==> config.mk <==
export PLATFORM = sky130hd
export DESIGN_NAME = mem_port_arbiter_flat
export DESIGN_NICKNAME = d
export VERILOG_FILES = /design/src/rtl/mem_port_arbiter_if.sv /design/src/rtl/mem_port_arbiter.sv /design/src/flat_wrapper.sv
export SDC_FILE = /design/constraint.sdc
export NUM_CORES = 1
export LEC_CHECK = 0
export ABC_AREA = 1
export BUFFER_PORTS_ARGS = -buffer_cell sky130_fd_sc_hd__buf_2
export CAP_MARGIN = 20
export CORE_MARGIN = 10
export CORE_UTILIZATION = 40
export DETAILED_ROUTE_END_ITERATION = 7
export PLACE_DENSITY = 0.76
export SLEW_MARGIN = 20
export SYNTH_ARGS = -nofsm -noshare
export SYNTH_HDL_FRONTEND = slang
export SYNTH_SLANG_ARGS = --single-unit
==> constraint.sdc <==
create_clock -name CLK -period 1.65 [get_ports CLK]
set_input_delay 0 -clock CLK [delete_from_list [all_inputs] [get_ports CLK]]
set_output_delay 0 -clock CLK [all_outputs]
set_load 0.005 [all_outputs]
==> src/rtl/mem_port_arbiter_if.sv <==
// Bus bundle between the IF/MEM stage logic, the shared data Memory and mem_port_arbiter.
// The arbiter uses the slave view; the pipeline/memory environment uses the master view.
interface mem_port_arbiter_if;
    logic        IReq;
    logic [31:0] IAddr;
    logic [31:0] IRData;
    logic        IReady;
    logic        DReq;
    logic        DWrite;
    logic        DIsByte;
    logic [31:0] DAddr;
    logic [31:0] DWData;
    logic [31:0] DRData;
    logic        DDone;
    logic        StallF;
    logic        StallM;
    logic [31:0] MemA;
    logic [31:0] MemWD;
    logic        MemWE;
    logic [31:0] MemRD;

    modport slave (
        input  IReq, IAddr, DReq, DWrite, DIsByte, DAddr, DWData, MemRD,
        output IRData, IReady, DRData, DDone, StallF, StallM, MemA, MemWD, MemWE
    );

    modport master (
        output IReq, IAddr, DReq, DWrite, DIsByte, DAddr, DWData, MemRD,
        input  IRData, IReady, DRData, DDone, StallF, StallM, MemA, MemWD, MemWE
    );
endinterface

==> src/rtl/mem_port_arbiter.sv <==
// Arbitrates the single-port data Memory between instruction fetch and the memory stage.
// Byte stores run as a two-cycle read-modify-write so the byte merge never sees MemRD combinationally.
module mem_port_arbiter #(
    parameter int MAX_DATA_RUN = 3
) (
    input  logic              CLK,
    input  logic              reset,
    mem_port_arbiter_if.slave bus
);

    typedef enum logic [0:0] {
        IDLE   = 1'b0,
        RMW_WR = 1'b1
    } state_e;

    localparam logic [3:0] MAX_RUN = 4'(MAX_DATA_RUN);

    state_e      state_q, state_d;
    logic [3:0]  run_cnt_q, run_cnt_d;
    logic [31:0] rmw_word_q, rmw_word_d;
    logic [31:0] rmw_addr_q, rmw_addr_d;
    logic [7:0]  rmw_byte_q, rmw_byte_d;

    logic        forced_fetch_s;
    logic        d_grant_s;
    logic        i_grant_s;
    logic        data_cycle_s;
    logic        mem_we_s;
    logic        d_done_s;
    logic        i_ready_s;
    logic [31:0] mem_a_s;
    logic [31:0] mem_wd_s;
    logic [1:0]  iaddr_unused_s;

    function automatic logic [31:0] merge_byte(input logic [31:0] word,
                                               input logic [7:0]  data,
                                               input logic [1:0]  lane);
        logic [31:0] mask;
        mask = 32'h0000_00FF << {lane, 3'b000};
        return (word & ~mask) | ({24'h00_0000, data} << {lane, 3'b000});
    endfunction

    function automatic logic [31:0] sext_lane(input logic [31:0] word,
                                              input logic [1:0]  lane);
        logic [31:0] shifted;
        shifted = word >> {lane, 3'b000};
        return {{24{shifted[7]}}, shifted[7:0]};
    endfunction

    // State and datapath registers with synchronous reset.
    always_ff @(posedge CLK) begin
        if (reset) begin
            state_q    <= IDLE;
            run_cnt_q  <= 4'd0;
            rmw_word_q <= 32'h0000_0000;
            rmw_addr_q <= 32'h0000_0000;
            rmw_byte_q <= 8'h00;
        end else begin
            state_q    <= state_d;
            run_cnt_q  <= run_cnt_d;
            rmw_word_q <= rmw_word_d;
            rmw_addr_q <= rmw_addr_d;
            rmw_byte_q <= rmw_byte_d;
        end
    end

    // Grant decision: data wins in IDLE unless the fetch has been starved for MAX_DATA_RUN cycles.
    always_comb begin
        forced_fetch_s = bus.IReq & (run_cnt_q == MAX_RUN);
        if (state_q == IDLE) begin
            d_grant_s = bus.DReq & ~forced_fetch_s;
            i_grant_s = bus.IReq & ~d_grant_s;
        end else begin
            d_grant_s = 1'b0;
            i_grant_s = 1'b0;
        end
        data_cycle_s = d_grant_s | (state_q == RMW_WR);
    end

    // Next-state, starvation counter and RMW capture.
    always_comb begin
        state_d    = state_q;
        rmw_word_d = rmw_word_q;
        rmw_addr_d = rmw_addr_q;
        rmw_byte_d = rmw_byte_q;
        case (state_q)
            IDLE: begin
                if (d_grant_s & bus.DWrite & bus.DIsByte) begin
                    state_d    = RMW_WR;
                    rmw_word_d = bus.MemRD;
                    rmw_addr_d = bus.DAddr;
                    rmw_byte_d = bus.DWData[7:0];
                end else begin
                    state_d = IDLE;
                end
            end
            RMW_WR:  state_d = IDLE;
            default: state_d = IDLE;
        endcase

        if (~bus.IReq | i_grant_s) begin
            run_cnt_d = 4'd0;
        end else if (data_cycle_s & (run_cnt_q != MAX_RUN)) begin
            run_cnt_d = run_cnt_q + 4'd1;
        end else begin
            run_cnt_d = run_cnt_q;
        end
    end

    // Memory port and handshake outputs; reset masks every side effect.
    always_comb begin
        mem_a_s   = 32'h0000_0000;
        mem_wd_s  = 32'h0000_0000;
        mem_we_s  = 1'b0;
        d_done_s  = 1'b0;
        i_ready_s = 1'b0;
        case (state_q)
            IDLE: begin
                if (d_grant_s) begin
                    mem_a_s = {bus.DAddr[31:2], 2'b00};
                    if (bus.DWrite & ~bus.DIsByte) begin
                        mem_we_s = 1'b1;
                        mem_wd_s = bus.DWData;
                        d_done_s = 1'b1;
                    end else if (~bus.DWrite) begin
                        d_done_s = 1'b1;
                    end else begin
                        d_done_s = 1'b0;
                    end
                end else if (i_grant_s) begin
                    mem_a_s   = {bus.IAddr[31:2], 2'b00};
                    i_ready_s = 1'b1;
                end else begin
                    mem_a_s = 32'h0000_0000;
                end
            end
            RMW_WR: begin
                mem_a_s  = {rmw_addr_q[31:2], 2'b00};
                mem_we_s = 1'b1;
                mem_wd_s = merge_byte(rmw_word_q, rmw_byte_q, rmw_addr_q[1:0]);
                d_done_s = 1'b1;
            end
            default: begin
                mem_a_s = 32'h0000_0000;
            end
        endcase

        if (reset) begin
            mem_we_s  = 1'b0;
            d_done_s  = 1'b0;
            i_ready_s = 1'b0;
        end else begin
            mem_we_s  = mem_we_s;
        end
    end

    assign iaddr_unused_s = bus.IAddr[1:0];

    assign bus.MemA   = mem_a_s;
    assign bus.MemWD  = mem_wd_s;
    assign bus.MemWE  = mem_we_s;
    assign bus.DDone  = d_done_s;
    assign bus.IReady = i_ready_s;
    assign bus.IRData = bus.MemRD;
    assign bus.DRData = bus.DIsByte ? sext_lane(bus.MemRD, bus.DAddr[1:0]) : bus.MemRD;
    assign bus.StallF = bus.IReq & ~i_ready_s;
    assign bus.StallM = bus.DReq & ~d_done_s;

endmodule

==> src/flat_wrapper.sv <==
// flat-port wrapper written by rule: the top's interface ports become plain ports
module mem_port_arbiter_flat 
#(
    parameter int MAX_DATA_RUN = 3
)
  (CLK, reset, bus_IReq, bus_IAddr, bus_DReq, bus_DWrite, bus_DIsByte, bus_DAddr, bus_DWData, bus_MemRD, bus_IRData, bus_IReady, bus_DRData, bus_DDone, bus_StallF, bus_StallM, bus_MemA, bus_MemWD, bus_MemWE);
  mem_port_arbiter_if bus_i ();
  input  logic CLK;
  input  logic reset;
  input wire logic [$bits(bus_i.IReq)-1:0] bus_IReq;
  input wire logic [$bits(bus_i.IAddr)-1:0] bus_IAddr;
  input wire logic [$bits(bus_i.DReq)-1:0] bus_DReq;
  input wire logic [$bits(bus_i.DWrite)-1:0] bus_DWrite;
  input wire logic [$bits(bus_i.DIsByte)-1:0] bus_DIsByte;
  input wire logic [$bits(bus_i.DAddr)-1:0] bus_DAddr;
  input wire logic [$bits(bus_i.DWData)-1:0] bus_DWData;
  input wire logic [$bits(bus_i.MemRD)-1:0] bus_MemRD;
  output wire logic [$bits(bus_i.IRData)-1:0] bus_IRData;
  output wire logic [$bits(bus_i.IReady)-1:0] bus_IReady;
  output wire logic [$bits(bus_i.DRData)-1:0] bus_DRData;
  output wire logic [$bits(bus_i.DDone)-1:0] bus_DDone;
  output wire logic [$bits(bus_i.StallF)-1:0] bus_StallF;
  output wire logic [$bits(bus_i.StallM)-1:0] bus_StallM;
  output wire logic [$bits(bus_i.MemA)-1:0] bus_MemA;
  output wire logic [$bits(bus_i.MemWD)-1:0] bus_MemWD;
  output wire logic [$bits(bus_i.MemWE)-1:0] bus_MemWE;
  assign bus_i.IReq = bus_IReq;
  assign bus_i.IAddr = bus_IAddr;
  assign bus_i.DReq = bus_DReq;
  assign bus_i.DWrite = bus_DWrite;
  assign bus_i.DIsByte = bus_DIsByte;
  assign bus_i.DAddr = bus_DAddr;
  assign bus_i.DWData = bus_DWData;
  assign bus_i.MemRD = bus_MemRD;
  assign bus_IRData = bus_i.IRData;
  assign bus_IReady = bus_i.IReady;
  assign bus_DRData = bus_i.DRData;
  assign bus_DDone = bus_i.DDone;
  assign bus_StallF = bus_i.StallF;
  assign bus_StallM = bus_i.StallM;
  assign bus_MemA = bus_i.MemA;
  assign bus_MemWD = bus_i.MemWD;
  assign bus_MemWE = bus_i.MemWE;
  mem_port_arbiter #(.MAX_DATA_RUN(MAX_DATA_RUN)) u_core (.CLK(CLK), .reset(reset), .bus(bus_i));
endmodule
Yosys cells after proc, flatten, opt, wreduce, memory -nomap -nowiden
Cells that the tools add are included.
{ "op_classes": {"n_eq_ne": 2, "mux": 24, "n_addsub": 1, "n_bitwise": 21, "reduce_logical": 2, "shift": 3} }
{ "op_table": {"columns": ["cell", "count"], "rows": [
  ["two-way mux 32 bit", 5],
  ["one-hot mux 32 bit (2 select lines)", 2],
  ["bitwise AND 32 bit", 1],
  ["NOT 32 bit", 1],
  ["OR 32 bit", 1],
  ["<< shifter 8 x 5 -> 32 bit", 1],
  ["<< shifter 8 x 5 -> 32 bit (first input constant)", 1],
  [">> shifter 32 x 5 -> 8 bit", 1],
  ["two-way mux 1 bit", 14],
  ["bitwise AND 1 bit", 9],
  ["NOT 1 bit", 7],
  ["one-hot mux 1 bit (2 select lines)", 3],
  ["adder 4 x 1 -> 4 bit (second input constant)", 1],
  ["== test 4 x 2 -> 1 bit (second input constant)", 1],
  ["inequality test 4 x 2 -> 1 bit (second input constant)", 1],
  ["OR 1 bit", 2],
  ["AND reduction 2 bit", 1],
  ["OR reduction 2 bit", 1]
]} }
{ "totals": {"elab_cells": 58, "output_inout_bits": 133, "in_bits": 134, "ff_bits": 77} }

Depth between registers and ports, before layout
{ "depth": {"depth_word": 13, "depth_mapped": 9, "depth_no_buf": 7} }

Least setup slack after synthesis
No wires, ideal clock.
{ "synth_timing": {"kind": "register -> output", "startpoint": "reg u_core.run_cnt_q[0]", "endpoint": "out bus_MemWD[22]", "setup_slack_ns": 0.285, "t_arrival_ns": 1.365, "path_stages_with_launch": 8, "path_buffers": 1, "required_ns": 1.650, "path_cell_list": "dfxtp_1 > ha_1 > nand3_2 > nand2_1 > nor2_2 > nand3_2 > clkbuf_1 > o21ai_0"} }
{ "synth_via": {"elab_chain_len": 7} }
{ "synth_rtl": {"columns": ["item", "line_no", "source"], "rows": [
  ["start, declared", "mem_port_arbiter.sv:19", "logic [3:0] run_cnt_q, run_cnt_d;"],
  ["start signal, assigned", "mem_port_arbiter.sv:60", "run_cnt_q <= run_cnt_d;"],
  ["== test 4 x 2 -> 1 bit", "mem_port_arbiter.sv:69", "forced_fetch_s = bus.IReq & (run_cnt_q == MAX_RUN);"],
  ["bitwise AND 1 bit", "mem_port_arbiter.sv:69", null],
  ["NOT 1 bit", "mem_port_arbiter.sv:71", "d_grant_s = bus.DReq & ~forced_fetch_s;"],
  ["bitwise AND 1 bit", "mem_port_arbiter.sv:71", null],
  ["two-way mux 1 bit", "mem_port_arbiter.sv:70", "if (state_q == IDLE) begin"],
  ["two-way mux 32 bit", "mem_port_arbiter.sv:119", "if (d_grant_s) begin"],
  ["one-hot mux 32 bit (2 select lines)", "mem_port_arbiter.sv:117", "case (state_q)"],
  ["end, declared", "flat_wrapper.sv:25", "output wire logic [$bits(bus_i.MemWD)-1:0] bus_MemWD;"]
]} }
No other way between the ends.

Final worst setup path
{ "layout_timing": {"startpoint": "reg u_core.run_cnt_q[1]", "endpoint": "out bus_MemWD[22]"} }
The elaborated chain is that of the path after synthesis.

==> metrics.cfg <==
[outcome]
outcome=complete, but fails checks
violations=setup timing

[yosys]
syn-cell-area_mm2=0.00478
yosysUniqueCellTypes=24
synth_area_leaders=dfxtp_1 (32%), nand2_1 (16%), o21ai_0 (14%)
ys_warn_count=0
yosys.area_share.xor_xnor=0
synth_fa_ha_area_frac=0.00262
yosysSeqAreaShare=0.322
synth_top_family_by_area=compound AO/OA/AOI/OAI gates
yosys.area_share.simple=0.229
syn_avg_cell_area_um2=6.09
synth_edf_count=0
synth.most_common_cell=nand2_1
synth_compound_area_frac=0.264
ys_seq_elements=77
yosys.area.top_type=dfxtp_1
synth_common_cells=nand2_1 (209), o21ai_0 (131), a21oi_1 (116)
syn_inst=785
ys_async_sr_fraction=0
synth_top_flop_cell=dfxtp_1
yosysTopAreaCellShare=0.322
muxShareOfSynthArea=0

[pwr]
p_int_w=0.00366
pwr-share-seq=0.382
vdd_drop_max_mv=0.511
switching_share=0.290
p_per_area_mw_per_mm2=715
combPwrFrac=0.241
p_clk_frac=0.377
p_switching_w=0.00150
leakage_nw=3.59

[cts]
cts.clk_slew.worst_paths_ns=0.06
cts_tree=yes
cts.path.max_buffers=2
cts_buffers=9
clk_latency_ns=0.32
cts-htree-levels=3
cts.sinks=77
root_buffer=clkbuf_16

[routing]
via_per_inst=5.12
num_vias=6166
wl_per_cell_um=17.6
drt_iter0_drc=497
wirelength_um=21200
ant_nets=0
drt-pass1-iter-count=5
route.detailed.drc=0

[hold_path]
min_to=u_core.rmw_word_q[27]
whs_path_depth=3
worstHoldStart=bus_MemRD[27]
min_path_type=primary input to flop

[sta]
fin_ws_ns=-0.104
rsz0062_at_grt=true
slew_violations=0
min_period_ns=1.75
finalSetupTns_ns=-4.83
finalCritPeriodShare=1.06
setup_viol=63
hold_slack_ns=0.0112
fin_skew_ns=0.00731
max_freq_mhz=570
hold_viol=0

[cells_and_area]
n_fill_cell=1038
finish.net_count=1190
fin_cells=1205
synthToLayoutAreaGrowth_pct=51.0
drive_gt1_frac=0.342
stdcell_area_mm2=0.00722

[worst_setup_path]
cp_data_required_time_ns=1.65
worstPathMaxFanout=16
rrSetupSlack_ns=0.22
crit_path_cell_trace=ha_4 > nand3_4 > nand2_4 > nor2_4 > nand3_4 > buf_16 > o21ai_1 > buf_2
r2r_cells=8
critPathSlowestCell=dfxtp_4
arrival_ns=1.75
cpMostUsedCell=nand3_4
critical_path.max_stage_delay_ns=0.36
reg2reg_from=u_core.state_q
path_class=flop to output port
critPathCaptureType=output port
setup.worst_path.start=u_core.run_cnt_q[1]
reg2reg_to=u_core.rmw_word_q[0]
start_kind=flop

[grt]
track_usage=0.230
antenna_found_initial=2
grt_max_degree=65
grt_pass1_vias=5928
grt_remaining_overflow=0
grt_pass1_wl_um=31100

[floorplan]
core_mm2=0.0116
io_pins=267
die_area_mm2=0.0167
initial_core_util=0.414
dieHeight_um=129
die_w_um=129
fp-row-count=39

[run]
drv_cap=0

[placed_design]
gp_congestion=0.864
hpwl_um=14200
preCtsSetupSlack_ns=0.0410
placed_area_mm2=0.00599
numPortBuffers=262
dp.cells=1127

repair_timing:
item | in CTS | in global routing
gates resized for setup | 77 | 32
gates cloned | 3 | 3
endpoints found under the hold margin | 49 | 0
setup endpoints to repair | 67 | 65
setup buffers | 7 | 1
pin swaps | 7 | 14
hold buffers | 49 | 0
power by group through the flow:
stage	clock network [W]	registers, W	logic, W
after CTS	0.00197	0.00197	0.00119
after detailed placement	0	0.00202	0.00102
after global placement	0	0.00201	0.00101
after floorplan	0	0.00200	0.000517
after global routing	0.00207	0.00198	0.00137
final	0.00195	0.00197	0.00125
stage by stage:
step                total power [W]   util
floorplan                   0.00252      -
global placement            0.00302  0.518
detailed placement          0.00303  0.518
CTS                         0.00514  0.614
global route                0.00541  0.624
finish                      0.00516  0.624
sequential cells by signal (all words and copies together), names as in the netlist:
signal             cells
u_core.run_cnt_q       4
u_core.state_q         1
u_core.rmw_word_q     32
u_core.rmw_byte_q      8
u_core.rmw_addr_q     32
how the worst max path moves through the flow:
stage / cells past startpoint / endpoint
3_5_place_dp: 8 / bus_MemWD[5]
4_1_cts: 10 / bus_MemA[2]
3_3_place_gp: 8 / bus_MemWD[7]
2_1_floorplan: 7 / bus_MemWD[22]
5_1_grt: 8 / bus_MemWD[26]
6_report: 8 / bus_MemWD[22]
kinds of logic after synthesis:
| family | Yosys count |
|---|---|
| other | 1 |
| AND/OR/NAND/NOR | 268 |
| flip-flops | 77 |
| adder cells (fa/ha/maj) | 1 |
| buffers and inverters | 186 |
| AO/OA/AOI/OAI | 252 |
cells in the final DEF (no fill, tap or decap), types with 4 or more instances in the layout:
cell           count
buf_2            258
nand2_1          194
a21oi_1          115
o21ai_0          102
inv_1             99
dfxtp_1           73
dlygate4sd3_1     49
nand3_1           24
o21ai_1           21
buf_4             19
nor2_1            12
o21ai_2           12
nand3_2           12
clkbuf_16         11
nand2_4            8
nand2_2            8
buf_6              6
buf_12             4
worst max-delay path, delay by kind of cell, from the launching register on:
kind                     cells  cell delay (ns)
adder cells (fa/ha/maj)      1             0.16
buffers and inverters        2             0.32
flip-flops                   1             0.36
AND/OR/NAND/NOR              4             0.46
AO/OA/AOI/OAI                1             0.12
final cells by class:
cell class / count / area, µm² / area share
Timing Repair Buffer: 342 / 2190 / 0.304
Clock buffer: 11 / 233 / 0.0322
Tap cell: 143 / 179 / 0.0248
Sequential cell: 77 / 1550 / 0.215
Inverter: 102 / 383 / 0.0530
Antenna cell: 2 / 5.00 / 0.000693
Clock inverter: 5 / 61.3 / 0.00849
Multi-Input combinational cell: 523 / 2610 / 0.362
layer usage:
metal	track usage	vias up	wire length (µm)
li1	-	3032	-
met1	0.269	2763	8090
met2	0.388	331	10100
met3	0.0701	38	2420
met4	0.0883	2	521
met5	0	-	7
Note: power is estimated with default switching activity, not from simulation.
